### src/rtl/fact_sched_pkg.sv
// Shared types and constants for the factorial job scheduler.
package fact_sched_pkg;

  typedef enum logic [2:0] {
    IDLE,
    WR_N,
    WR_GO,
    POLL,
    READ,
    CLR_GO,
    RESP
  } state_e;

  localparam logic [1:0] FACT_A_N    = 2'd0;
  localparam logic [1:0] FACT_A_GO   = 2'd1;
  localparam logic [1:0] FACT_A_DONE = 2'd2;
  localparam logic [1:0] FACT_A_RES  = 2'd3;

  localparam int unsigned N_MAX_DEF = 12;

endpackage

### src/rtl/rr_arb2.sv
// Two-way round-robin arbiter; the last winner loses the next tie.
module rr_arb2 (
  input  logic       clk,
  input  logic       rst,
  input  logic       en_i,
  input  logic [1:0] valid_i,
  output logic [1:0] ready_o
);

  logic last_grant_q, last_grant_d;

  always_comb begin
    ready_o[0]   = en_i & valid_i[0] & (~valid_i[1] | last_grant_q);
    ready_o[1]   = en_i & valid_i[1] & (~valid_i[0] | ~last_grant_q);
    last_grant_d = last_grant_q;
    if (ready_o[1]) begin
      last_grant_d = 1'b1;
    end else if (ready_o[0]) begin
      last_grant_d = 1'b0;
    end
  end

  // Reset to requester 1 so requester 0 wins the first tie.
  always_ff @(posedge clk or negedge rst) begin
    if (!rst) begin
      last_grant_q <= 1'b1;
    end else begin
      last_grant_q <= last_grant_d;
    end
  end

endmodule

### src/rtl/fact_job_scheduler.sv
// Shares one memory-mapped factorial peripheral between two requesters,
// sequencing write-n / Go / poll Done / read Result / clear Go per job.
module fact_job_scheduler
  import fact_sched_pkg::*;
#(
  parameter int unsigned TIMEOUT = 1024,
  parameter int unsigned SETTLE  = 2,
  parameter int unsigned N_MAX   = N_MAX_DEF
) (
  input  logic        clk,
  input  logic        rst,
  input  logic        req_valid0,
  input  logic [3:0]  req_n0,
  output logic        req_ready0,
  input  logic        req_valid1,
  input  logic [3:0]  req_n1,
  output logic        req_ready1,
  output logic        rsp_valid0,
  output logic        rsp_valid1,
  input  logic        rsp_ready0,
  input  logic        rsp_ready1,
  output logic [31:0] rsp_data,
  output logic        rsp_err,
  output logic        busy,
  output logic [1:0]  fact_a,
  output logic        fact_we,
  output logic [3:0]  fact_wd,
  input  logic [31:0] fact_rd
);

  localparam int unsigned CNT_W = $clog2(TIMEOUT) + 1;

  state_e           state_q, state_d;
  logic [3:0]       n_q, n_d;
  logic             owner_q, owner_d;
  logic [CNT_W-1:0] cnt_q, cnt_d;
  logic [31:0]      data_q, data_d;
  logic             err_q, err_d;
  logic [1:0]       fact_a_q, fact_a_d;
  logic             fact_we_q, fact_we_d;
  logic [3:0]       fact_wd_q, fact_wd_d;
  logic             busy_q, busy_d;
  logic             rsp_valid0_q, rsp_valid0_d;
  logic             rsp_valid1_q, rsp_valid1_d;

  logic             idle_c;
  logic [1:0]       grant_c;
  logic [3:0]       n_sel_c;

  assign idle_c  = (state_q == IDLE);
  assign n_sel_c = grant_c[1] ? req_n1 : req_n0;

  rr_arb2 u_arb (
    .clk     (clk),
    .rst     (rst),
    .en_i    (idle_c),
    .valid_i ({req_valid1, req_valid0}),
    .ready_o (grant_c)
  );

  // Next state, then registered outputs decoded from the next state.
  always_comb begin
    state_d = state_q;
    n_d     = n_q;
    owner_d = owner_q;
    cnt_d   = cnt_q;
    data_d  = data_q;
    err_d   = err_q;

    case (state_q)
      IDLE: begin
        if (|grant_c) begin
          owner_d = grant_c[1];
          n_d     = n_sel_c;
          data_d  = 32'd0;
          err_d   = (n_sel_c > 4'(N_MAX));
          state_d = (n_sel_c > 4'(N_MAX)) ? RESP : WR_N;
        end
      end
      WR_N:  state_d = WR_GO;
      WR_GO: begin
        cnt_d   = '0;
        state_d = POLL;
      end
      POLL: begin
        cnt_d = cnt_q + CNT_W'(1);
        if ((cnt_q >= CNT_W'(SETTLE)) && fact_rd[0]) begin
          state_d = READ;
        end else if (cnt_q == CNT_W'(TIMEOUT - 1)) begin
          err_d   = 1'b1;
          state_d = CLR_GO;
        end
      end
      READ: begin
        data_d  = fact_rd;
        err_d   = 1'b0;
        state_d = CLR_GO;
      end
      CLR_GO: state_d = RESP;
      RESP: begin
        if (owner_q ? rsp_ready1 : rsp_ready0) begin
          state_d = IDLE;
        end
      end
      default: state_d = IDLE;
    endcase

    fact_a_d  = FACT_A_N;
    fact_we_d = 1'b0;
    fact_wd_d = 4'd0;
    case (state_d)
      WR_N: begin
        fact_a_d  = FACT_A_N;
        fact_we_d = 1'b1;
        fact_wd_d = n_d;
      end
      WR_GO: begin
        fact_a_d  = FACT_A_GO;
        fact_we_d = 1'b1;
        fact_wd_d = 4'd1;
      end
      POLL:   fact_a_d = FACT_A_DONE;
      READ:   fact_a_d = FACT_A_RES;
      CLR_GO: begin
        fact_a_d  = FACT_A_GO;
        fact_we_d = 1'b1;
      end
      default: ;
    endcase

    busy_d       = (state_d != IDLE);
    rsp_valid0_d = (state_d == RESP) && !owner_d;
    rsp_valid1_d = (state_d == RESP) && owner_d;
  end

  always_ff @(posedge clk or negedge rst) begin
    if (!rst) begin
      state_q      <= IDLE;
      n_q          <= 4'd0;
      owner_q      <= 1'b0;
      cnt_q        <= '0;
      data_q       <= 32'd0;
      err_q        <= 1'b0;
      fact_a_q     <= FACT_A_N;
      fact_we_q    <= 1'b0;
      fact_wd_q    <= 4'd0;
      busy_q       <= 1'b0;
      rsp_valid0_q <= 1'b0;
      rsp_valid1_q <= 1'b0;
    end else begin
      state_q      <= state_d;
      n_q          <= n_d;
      owner_q      <= owner_d;
      cnt_q        <= cnt_d;
      data_q       <= data_d;
      err_q        <= err_d;
      fact_a_q     <= fact_a_d;
      fact_we_q    <= fact_we_d;
      fact_wd_q    <= fact_wd_d;
      busy_q       <= busy_d;
      rsp_valid0_q <= rsp_valid0_d;
      rsp_valid1_q <= rsp_valid1_d;
    end
  end

  assign req_ready0 = grant_c[0];
  assign req_ready1 = grant_c[1];
  assign rsp_valid0 = rsp_valid0_q;
  assign rsp_valid1 = rsp_valid1_q;
  assign rsp_data   = data_q;
  assign rsp_err    = err_q;
  assign busy       = busy_q;
  assign fact_a     = fact_a_q;
  assign fact_we    = fact_we_q;
  assign fact_wd    = fact_wd_q;

endmodule

### config.mk
export PLATFORM = sky130hd
export DESIGN_NAME = fact_job_scheduler
export DESIGN_NICKNAME = d
export VERILOG_FILES = /design/src/rtl/fact_sched_pkg.sv /design/src/rtl/rr_arb2.sv /design/src/rtl/fact_job_scheduler.sv
export SDC_FILE = /design/constraint.sdc
export NUM_CORES = 1
export LEC_CHECK = 0
export ABC_AREA = 1
export BUFFER_PORTS_ARGS = -buffer_cell sky130_fd_sc_hd__buf_2
export CORE_ASPECT_RATIO = 0.9
export CORE_MARGIN = 1.5
export CORE_UTILIZATION = 52
export CTS_BUF_LIST = sky130_fd_sc_hd__clkbuf_4
export DETAILED_ROUTE_END_ITERATION = 8
export GPL_ROUTABILITY_DRIVEN = 0
export PLACE_DENSITY_LB_ADDON = 0.2
export SLEW_MARGIN = 30
export SYNTH_ARGS = -nofsm -noshare
export SYNTH_HDL_FRONTEND = slang
export SYNTH_SLANG_ARGS = --single-unit
### constraint.sdc
create_clock -name clk -period 2.07 [get_ports clk]
set_input_delay 0.3105 -clock clk [delete_from_list [all_inputs] [get_ports clk]]
set_output_delay 0.3105 -clock clk [all_outputs]
set_load 0.01 [all_outputs]
==> results of run 1 <==
==> worst register-to-register path, stage by stage (launching register included) <==
cell	delay, ps
dfstp_2	560
nand2_1	70
nand2_2	160
inv_1	90
nand2_1	120
nand2_1	60
nand2_1	80
nand2_1	80
nand3_1	150
nand3_1	160
nand3_1	170
nor2_1	60
==> synthesized netlist by cell type <==
library cell  instances  area [um^2]
dfrtp_1              62         1551
nand2_1              55        206.5
inv_1                36        135.1
a32o_1               32        320.3
nand3_1              20        100.1
nor2_1               19        71.32
o21ai_0              14        70.07
clkbuf_1              8        30.03
a21oi_1               4        20.02
buf_2                 4        20.02
o22ai_1               4        25.02
nand4_1               3        18.77
a21oi_4               2        32.53
ha_1                  2        25.02
inv_2                 2        7.510
nor3_1                2        10.01
o21ai_1               2        10.01
o31ai_1               2        15.01
a211oi_1              1        7.510
a22oi_1               1        7.510
a31o_2                1        8.760
and3_1                1        6.260
buf_6                 1        11.26
dfstp_2               1        26.28
nand2_2               1        6.260
nand2_4               1        11.26
nand3b_1              1        7.510
nor2_2                1        6.260
nor2_4                1        11.26
nor2_8                1        20.02
o21ai_2               1        8.760
o21bai_1              1        7.510
o21bai_2              1        11.26
==> registers in the layout, indices dropped and copies added, names as in the netlist <==
signal	count
fact_we	1
busy	1
fact_a	2
fact_wd	4
state_q	3
u_arb.last_grant_q	1
rsp_valid0	1
rsp_err	1
rsp_data	32
owner_q	1
n_q	4
rsp_valid1	1
cnt_q	11
==> how the worst min path moves through the flow <==
| stage | from | slack [ps] | cells past startpoint | to |
|---|---|---|---|---|
| after CTS | fact_rd[10] | 140 | 2 | rsp_data[10] |
| after global placement | rst | 340 | 1 | fact_wd[2] |
| after global routing | fact_rd[26] | 130 | 2 | rsp_data[26] |
| final | fact_rd[25] | 160 | 2 | rsp_data[25] |
| after detailed placement | rst | 340 | 1 | fact_wd[2] |
| after floorplan | rst | 10 | 0 | busy |
==> cell families (layout without fill, tap and decap cells) <==
family	Yosys count	count (layout)	synth area share, %
simple gates	106	106	16.82
flops	63	63	55.82
compound gates	66	66	19.26
buf+inv	51	151	7.216
fa+ha+maj	2	2	0.8852
==> area by class of cell <==
type | count | area (um^2)
multi-input combinational | 174 | 1052
inverter | 38 | 142.6
fill | 431 | 1715
timing repair buffer | 97 | 518.0
tap | 67 | 83.83
sequential | 63 | 1578
clock inverter | 7 | 97.59
clock buffer | 9 | 67.56
==> metrics by stage <==
stage | hold slack, ps | instance area [um^2] | util [%] | cells | setup slack (ps)
floorplan | 14.91 | 2826 | - | 288 | 395.0
finish | 155.9 | 3540 | 67.36 | 455 | 206.8
detailed placement | 336.0 | 3357 | 63.88 | 438 | 211.2
CTS | 135.4 | 3532 | 67.21 | 455 | 149.0
global route | 131.5 | 3540 | 67.36 | 455 | 17.39
global placement | 341.6 | 3357 | 63.88 | 438 | 239.2
==> layer usage <==
metal / part of all wire, % / up-vias
li1: - / 1193
met1: 44 / 1170
met2: 49 / 84
met3: 6.6 / 6
met4: 0.75 / 0
met5: 0 / -
==> power by group through the flow <==
stage / sequential, mW / clock, mW / combinational [mW]
6_report: 1.84 / 0.957 / 1.92
4_1_cts: 1.84 / 0.994 / 1.92
2_1_floorplan: 1.96 / 0 / 1.17
5_1_grt: 1.89 / 1.04 / 2.13
3_5_place_dp: 1.87 / 0 / 1.91
3_3_place_gp: 1.85 / 0 / 1.87
==> repair_timing <==
| item | in CTS | in global routing |
|---|---|---|
| buffers inserted | 0 | 0 |
| hold endpoints to repair | 22 | 0 |
| resized for setup | 0 | 2 |
| hold buffers | 1 | 0 |
| setup endpoints to repair | 0 | 4 |
==> impl_metrics.py, run 1 <==
metrics = {
    "logic_synthesis": {
        "synth_seq_cells": 63,
        "synth_cell_types": 33,
        "syn_nets": 336,
        "ys_seq_area_share_pct": 55.82,
        "synth_cells": 288,
        "yosysWarningCount": 0,
        "netlist_area_um2": 2826,
        "avgSynthCellArea_um2": 9.814,
    },
    "drt": {
        "drc": 0,
        "wire_per_inst_um": 14.44,
        "first_pass_iters": 4,
        "vias_per_cell": 5.391,
        "drt_first_iter_violations": 97,
        "num_vias": 2453,
        "ant_nets": 0,
        "finalWirelength_mm": 6.568,
    },
    "timing": {
        "final-setup-viol-count": 0,
        "rsz0062_at_grt": "no",
        "finalCritPeriodShare_pct": 90.01,
        "max_freq_ghz": 0.5367,
        "hold_viol_final": 0,
        "finClkSkew_ps": 10.31,
        "tns_ps": 0,
        "slew_headroom_pct": 61.63,
        "final.min_clock_period_ps": 1863,
        "max_slew.worst_pin.slew_ps": 575.6,
        "report.final.slew_viol_count": 0,
    },
    "clock_tree": {
        "htreeDepth": 3,
        "max-clock-path-buffers": 2,
        "cts_tree": "yes",
        "cts_inserted_buffers": 9,
        "path_clk_slew_ps": 110,
        "cts.sinks": 63,
        "root_buffer": "clkbuf_4",
        "clock_latency_ps": 400,
    },
    "pwr": {
        "p_sw_mw": 1.881,
        "peakVddDrop_mv": 0.7687,
        "p_total_mw": 4.715,
        "share_comb_of_total_power_pct": 40.6,
        "clkPwrFrac_pct": 20.3,
        "seqPwrFrac_pct": 39.1,
        "swShare_pct": 39.89,
        "power.internal_mw": 2.834,
        "p_leak_nw": 1.902,
        "power.density_nw_per_um2": 1332,
    },
    "worst_setup_path": {
        "crit_path_frequent_cell": "nand2_1",
        "reg2reg_from": "u_arb.last_grant_q",
        "reg2reg_setup_slack_ps": 210,
        "ff2ff_path_depth": 11,
        "max_stage_delay_ps": 560,
        "r2r-end": "rsp_valid1",
        "critPathKind": "reg2reg",
        "crit_path_start": "u_arb.last_grant_q",
        "critical_path.n_buffers_inverters": 1,
        "worstPathRequired_ps": 2360,
        "path_max_fanout": 5,
        "cp.depth": 11,
        "crit_end": "rsp_valid1",
        "cp_slowest_cell": "dfstp_2",
        "crit_chain": "nand2_1 -> nand2_2 -> inv_1 -> nand2_1 -> nand2_1 -> nand2_1 -> nand2_1 -> nand3_1 -> nand3_1 -> nand3_1 -> nor2_1",
        "cp_top_family": "simple AND/OR/NAND/NOR gates",
        "start_kind": "flip-flop",
        "end_kind": "flip-flop",
        "cp.arrival_ps": 2150,
    },
    "placed_design": {
        "hpwl_mm": 4.580,
        "numPortBuffers": 90,
    },
    "grt": {
        "grt_max_degree": 41,
        "antenna_found_initial": 0,
        "use_met1_pct": 31.96,
        "grt_overflow": 0,
        "use_met3_pct": 7.750,
        "grt.total_usage_pct": 23.68,
        "grt_pass1_vias": 2290,
        "top_usage_layer": "met2",
        "grt_pass1_wl_mm": 10.63,
        "met2_usage_pct": 37.25,
    },
    "die": {
        "die-height_um": 72.94,
        "design.die.area_um2": 5887,
        "initial_utilization_pct": 53.79,
        "placement_rows": 25,
        "die_w_um": 80.72,
        "core_area_um2": 5255,
        "io_pins": 91,
    },
    "layout": {
        "antenna_cells": 0,
        "final_cell_mix": "buf_2, dfrtp_1, nand2_1",
        "fin_nets": 431,
        "drive_gt1_share_pct": 32.73,
        "final_common_cell": "buf_2",
        "area_delta_synth_final_pct": 25.23,
    },
    "status": {
        "outcome": "finished, final reports clean",
    },
    "run": {
        "maxCapViolCount": 0,
    },
    "min_path": {
        "hp-class": "in2reg",
    },
}
Power figures use the tool's default switching activity.
==> inputs of run 2 (changes only) <==
--- a/config.mk
+++ b/config.mk
@@ -8,12 +8,11 @@
 export ABC_AREA = 1
 export BUFFER_PORTS_ARGS = -buffer_cell sky130_fd_sc_hd__buf_2
 export CORE_ASPECT_RATIO = 0.9
-export CORE_MARGIN = 1.5
 export CORE_UTILIZATION = 52
 export CTS_BUF_LIST = sky130_fd_sc_hd__clkbuf_4
 export DETAILED_ROUTE_END_ITERATION = 8
-export GPL_ROUTABILITY_DRIVEN = 0
 export PLACE_DENSITY_LB_ADDON = 0.2
+export RECOVER_POWER = 50
 export SLEW_MARGIN = 30
 export SYNTH_ARGS = -nofsm -noshare
 export SYNTH_HDL_FRONTEND = slang
==> run 2 against run 1 <==
Sequential share of layout area is 1.3 points higher. Clock skew is 1.7 ps higher. Die area is 2.6% lower. Register-to-register slack better by 70 ps. Utilization is 1.9 points lower. Global-route usage is 0.24 points lower. Combinational power is 3% lower. Critical path type unchanged. Critical endpoint unchanged.
==> impl_metrics.py, run 2 (synthesis gave the netlist of run 1 again) <==
metrics = {
    "status": {
        "outcome": "finished, final reports clean",
    },
    "worst_setup_path": {
        "path_max_fanout": 7,
        "max_stage_delay_ps": 520,
        "critPathKind": "reg2reg",
        "reg2reg_from": "state_q[1]",
        "crit_path_frequent_cell": "nand2_1",
        "cp_top_family": "simple AND/OR/NAND/NOR gates",
        "cp.arrival_ps": 2120,
        "start_kind": "flip-flop",
        "end_kind": "flip-flop",
        "worstPathRequired_ps": 2400,
        "crit_chain": "inv_1 -> nand2_1 -> nor2_1 -> nand2_1 -> nand2_1 -> nand2_1 -> nor2_2 -> nand3_1 -> nand3_1 -> nand3_1 -> nor2_1",
        "r2r-end": "rsp_valid1",
        "reg2reg_setup_slack_ps": 280,
        "cp_slowest_cell": "dfrtp_1",
        "ff2ff_path_depth": 11,
        "critical_path.n_buffers_inverters": 1,
    },
    "clock_tree": {
        "max-clock-path-buffers": 2,
        "cts_tree": "yes",
        "htreeDepth": 3,
        "cts.sinks": 63,
        "root_buffer": "clkbuf_4",
        "clock_latency_ps": 400,
        "cts_inserted_buffers": 9,
        "post-cts-setup-buffers": 0,
        "path_clk_slew_ps": 100,
    },
    "die": {
        "placement_rows": 25,
        "core_area_um2": 5255,
        "io_pins": 91,
        "initial_utilization_pct": 53.79,
        "die_w_um": 79.72,
        "die-height_um": 71.94,
        "design.die.area_um2": 5735,
    },
    "drt": {
        "num_vias": 2477,
        "ant_nets": 0,
        "drc": 0,
        "vias_per_cell": 5.456,
        "first_pass_iters": 4,
        "finalWirelength_mm": 6.219,
        "drt_first_iter_violations": 136,
        "wire_per_inst_um": 13.70,
    },
    "grt": {
        "grt_pass1_wl_mm": 10.09,
        "grt_pass1_vias": 2233,
        "grt_max_degree": 41,
        "grt_overflow": 0,
        "grt.total_usage_pct": 23.43,
        "antenna_found_initial": 0,
    },
    "layout": {
        "area_delta_synth_final_pct": 21.78,
        "largest_reg_flops": 32,
        "drive_gt1_share_pct": 26.10,
        "final_cell_mix": "buf_2, dfrtp_1, nand2_1",
        "fillers": 454,
        "final_common_cell": "buf_2",
        "fin_nets": 431,
        "antenna_cells": 0,
        "design_area_um2": 3442,
    },
    "placed_design": {
        "numPortBuffers": 90,
        "preCtsSetupSlack_ps": 256.3,
        "placed_area_um2": 3357,
        "routabilityCongestion": 0.8974,
        "hpwl_mm": 4.375,
    },
    "run": {
        "maxCapViolCount": 0,
    },
    "timing": {
        "finClkSkew_ps": 11.97,
        "final.min_clock_period_ps": 1792,
        "rsz0062_at_grt": "no",
        "tns_ps": 0,
        "finalCritPeriodShare_pct": 86.57,
        "slew_headroom_pct": 7.278,
        "max_slew.worst_pin.slew_ps": 1391,
        "worst_slack_ps": 278.0,
        "max_freq_ghz": 0.5580,
        "final-setup-viol-count": 0,
        "hold_viol_final": 0,
        "report.final.slew_viol_count": 0,
    },
    "pwr": {
        "clkPwrFrac_pct": 15.5,
        "p_sw_mw": 1.825,
        "power.internal_mw": 2.551,
        "swShare_pct": 41.71,
        "power.density_nw_per_um2": 1271,
        "share_comb_of_total_power_pct": 42.5,
        "p_leak_nw": 1.794,
        "seqPwrFrac_pct": 42.1,
        "peakVddDrop_mv": 0.5951,
    },
    "min_path": {
        "whs_endpoint": "rsp_data[5]",
        "hp-class": "in2reg",
        "hold_start": "fact_rd[5]",
        "hold_path_depth": 2,
    },
}
[run 2: cell types whose count changed in the layout (fill, tap and decap cells not counted), moves of 2 or more]
cell / previous run / this run
clkinv_2: 1 / 3
clkinv_4: 2 / 0
clkbuf_1: 0 / 23
bufinv_16: 2 / 0
buf_2: 90 / 67
[run 2: final cells by class]
type	count	area [um^2]	share of cell area, %
inverter	38	142.6	4.144
sequential	63	1578	45.84
tap	67	83.83	2.435
timing repair buffer	97	489.2	14.21
clock buffer	10	75.07	2.181
multi-input combinational	174	1047	30.43
clock inverter	5	26.28	0.7634
[run 2: worst max path at each step]
| stage | startpoint | to | slack [ps] | cells past startpoint |
|---|---|---|---|---|
| 2_1_floorplan | u_arb.last_grant_q | busy | 400 | 11 |
| 3_3_place_gp | u_arb.last_grant_q | fact_a[1] | 260 | 11 |
| 3_5_place_dp | u_arb.last_grant_q | rsp_valid1 | 260 | 11 |
| 4_1_cts | u_arb.last_grant_q | rsp_valid1 | 230 | 10 |
| 5_1_grt | state_q[1] | rsp_valid1 | 60 | 11 |
| 6_report | state_q[1] | rsp_valid1 | 280 | 11 |
[run 2: worst reg2reg max path, cell delays in order (launching register included)]
cell and delay (ps):
dfrtp_1 520, inv_1 110, nand2_1 50, nor2_1 150
nand2_1 120, nand2_1 90, nand2_1 60, nor2_2 110
nand3_1 140, nand3_1 150, nand3_1 120, nor2_1 110
[run 2: power by group through the flow]
stage,Combinational (mW),Sequential (mW),Clock (mW)
after global placement,1.87,1.84,0
final,1.86,1.84,0.677
after global routing,2.08,1.89,0.754
after detailed placement,1.89,1.86,0
after floorplan,1.17,1.96,0
after CTS,1.90,1.83,0.700
[run 2: through the flow]
| step | hold slack (ps) | power, mW | utilization, % | cells |
|---|---|---|---|---|
| floorplan | 14.91 | 3.126 | - | 288 |
| global placement | 330.3 | 3.712 | 63.88 | 438 |
| detailed placement | 333.8 | 3.748 | 63.88 | 438 |
| CTS | 132.6 | 4.434 | 66.00 | 454 |
| global route | 123.0 | 4.719 | 65.50 | 454 |
| finish | 153.7 | 4.375 | 65.50 | 454 |
[run 2: metal layers]
| metal | up-vias | wire (um) | track usage [%] |
|---|---|---|---|
| met3 | 13 | 369 | 7.296 |
| met4 | 0 | 102 | 10.30 |
| met5 | - | 0 | 0 |
| met1 | 1196 | 2812 | 29.91 |
| li1 | 1189 | - | - |
| met2 | 79 | 2935 | 36.94 |
[run 2: repair_timing]
item | CTS | global route
hold buffers | 1 | 0
resized for setup | 0 | 1
hold endpoints to repair | 22 | 0
setup endpoints to repair | 0 | 1
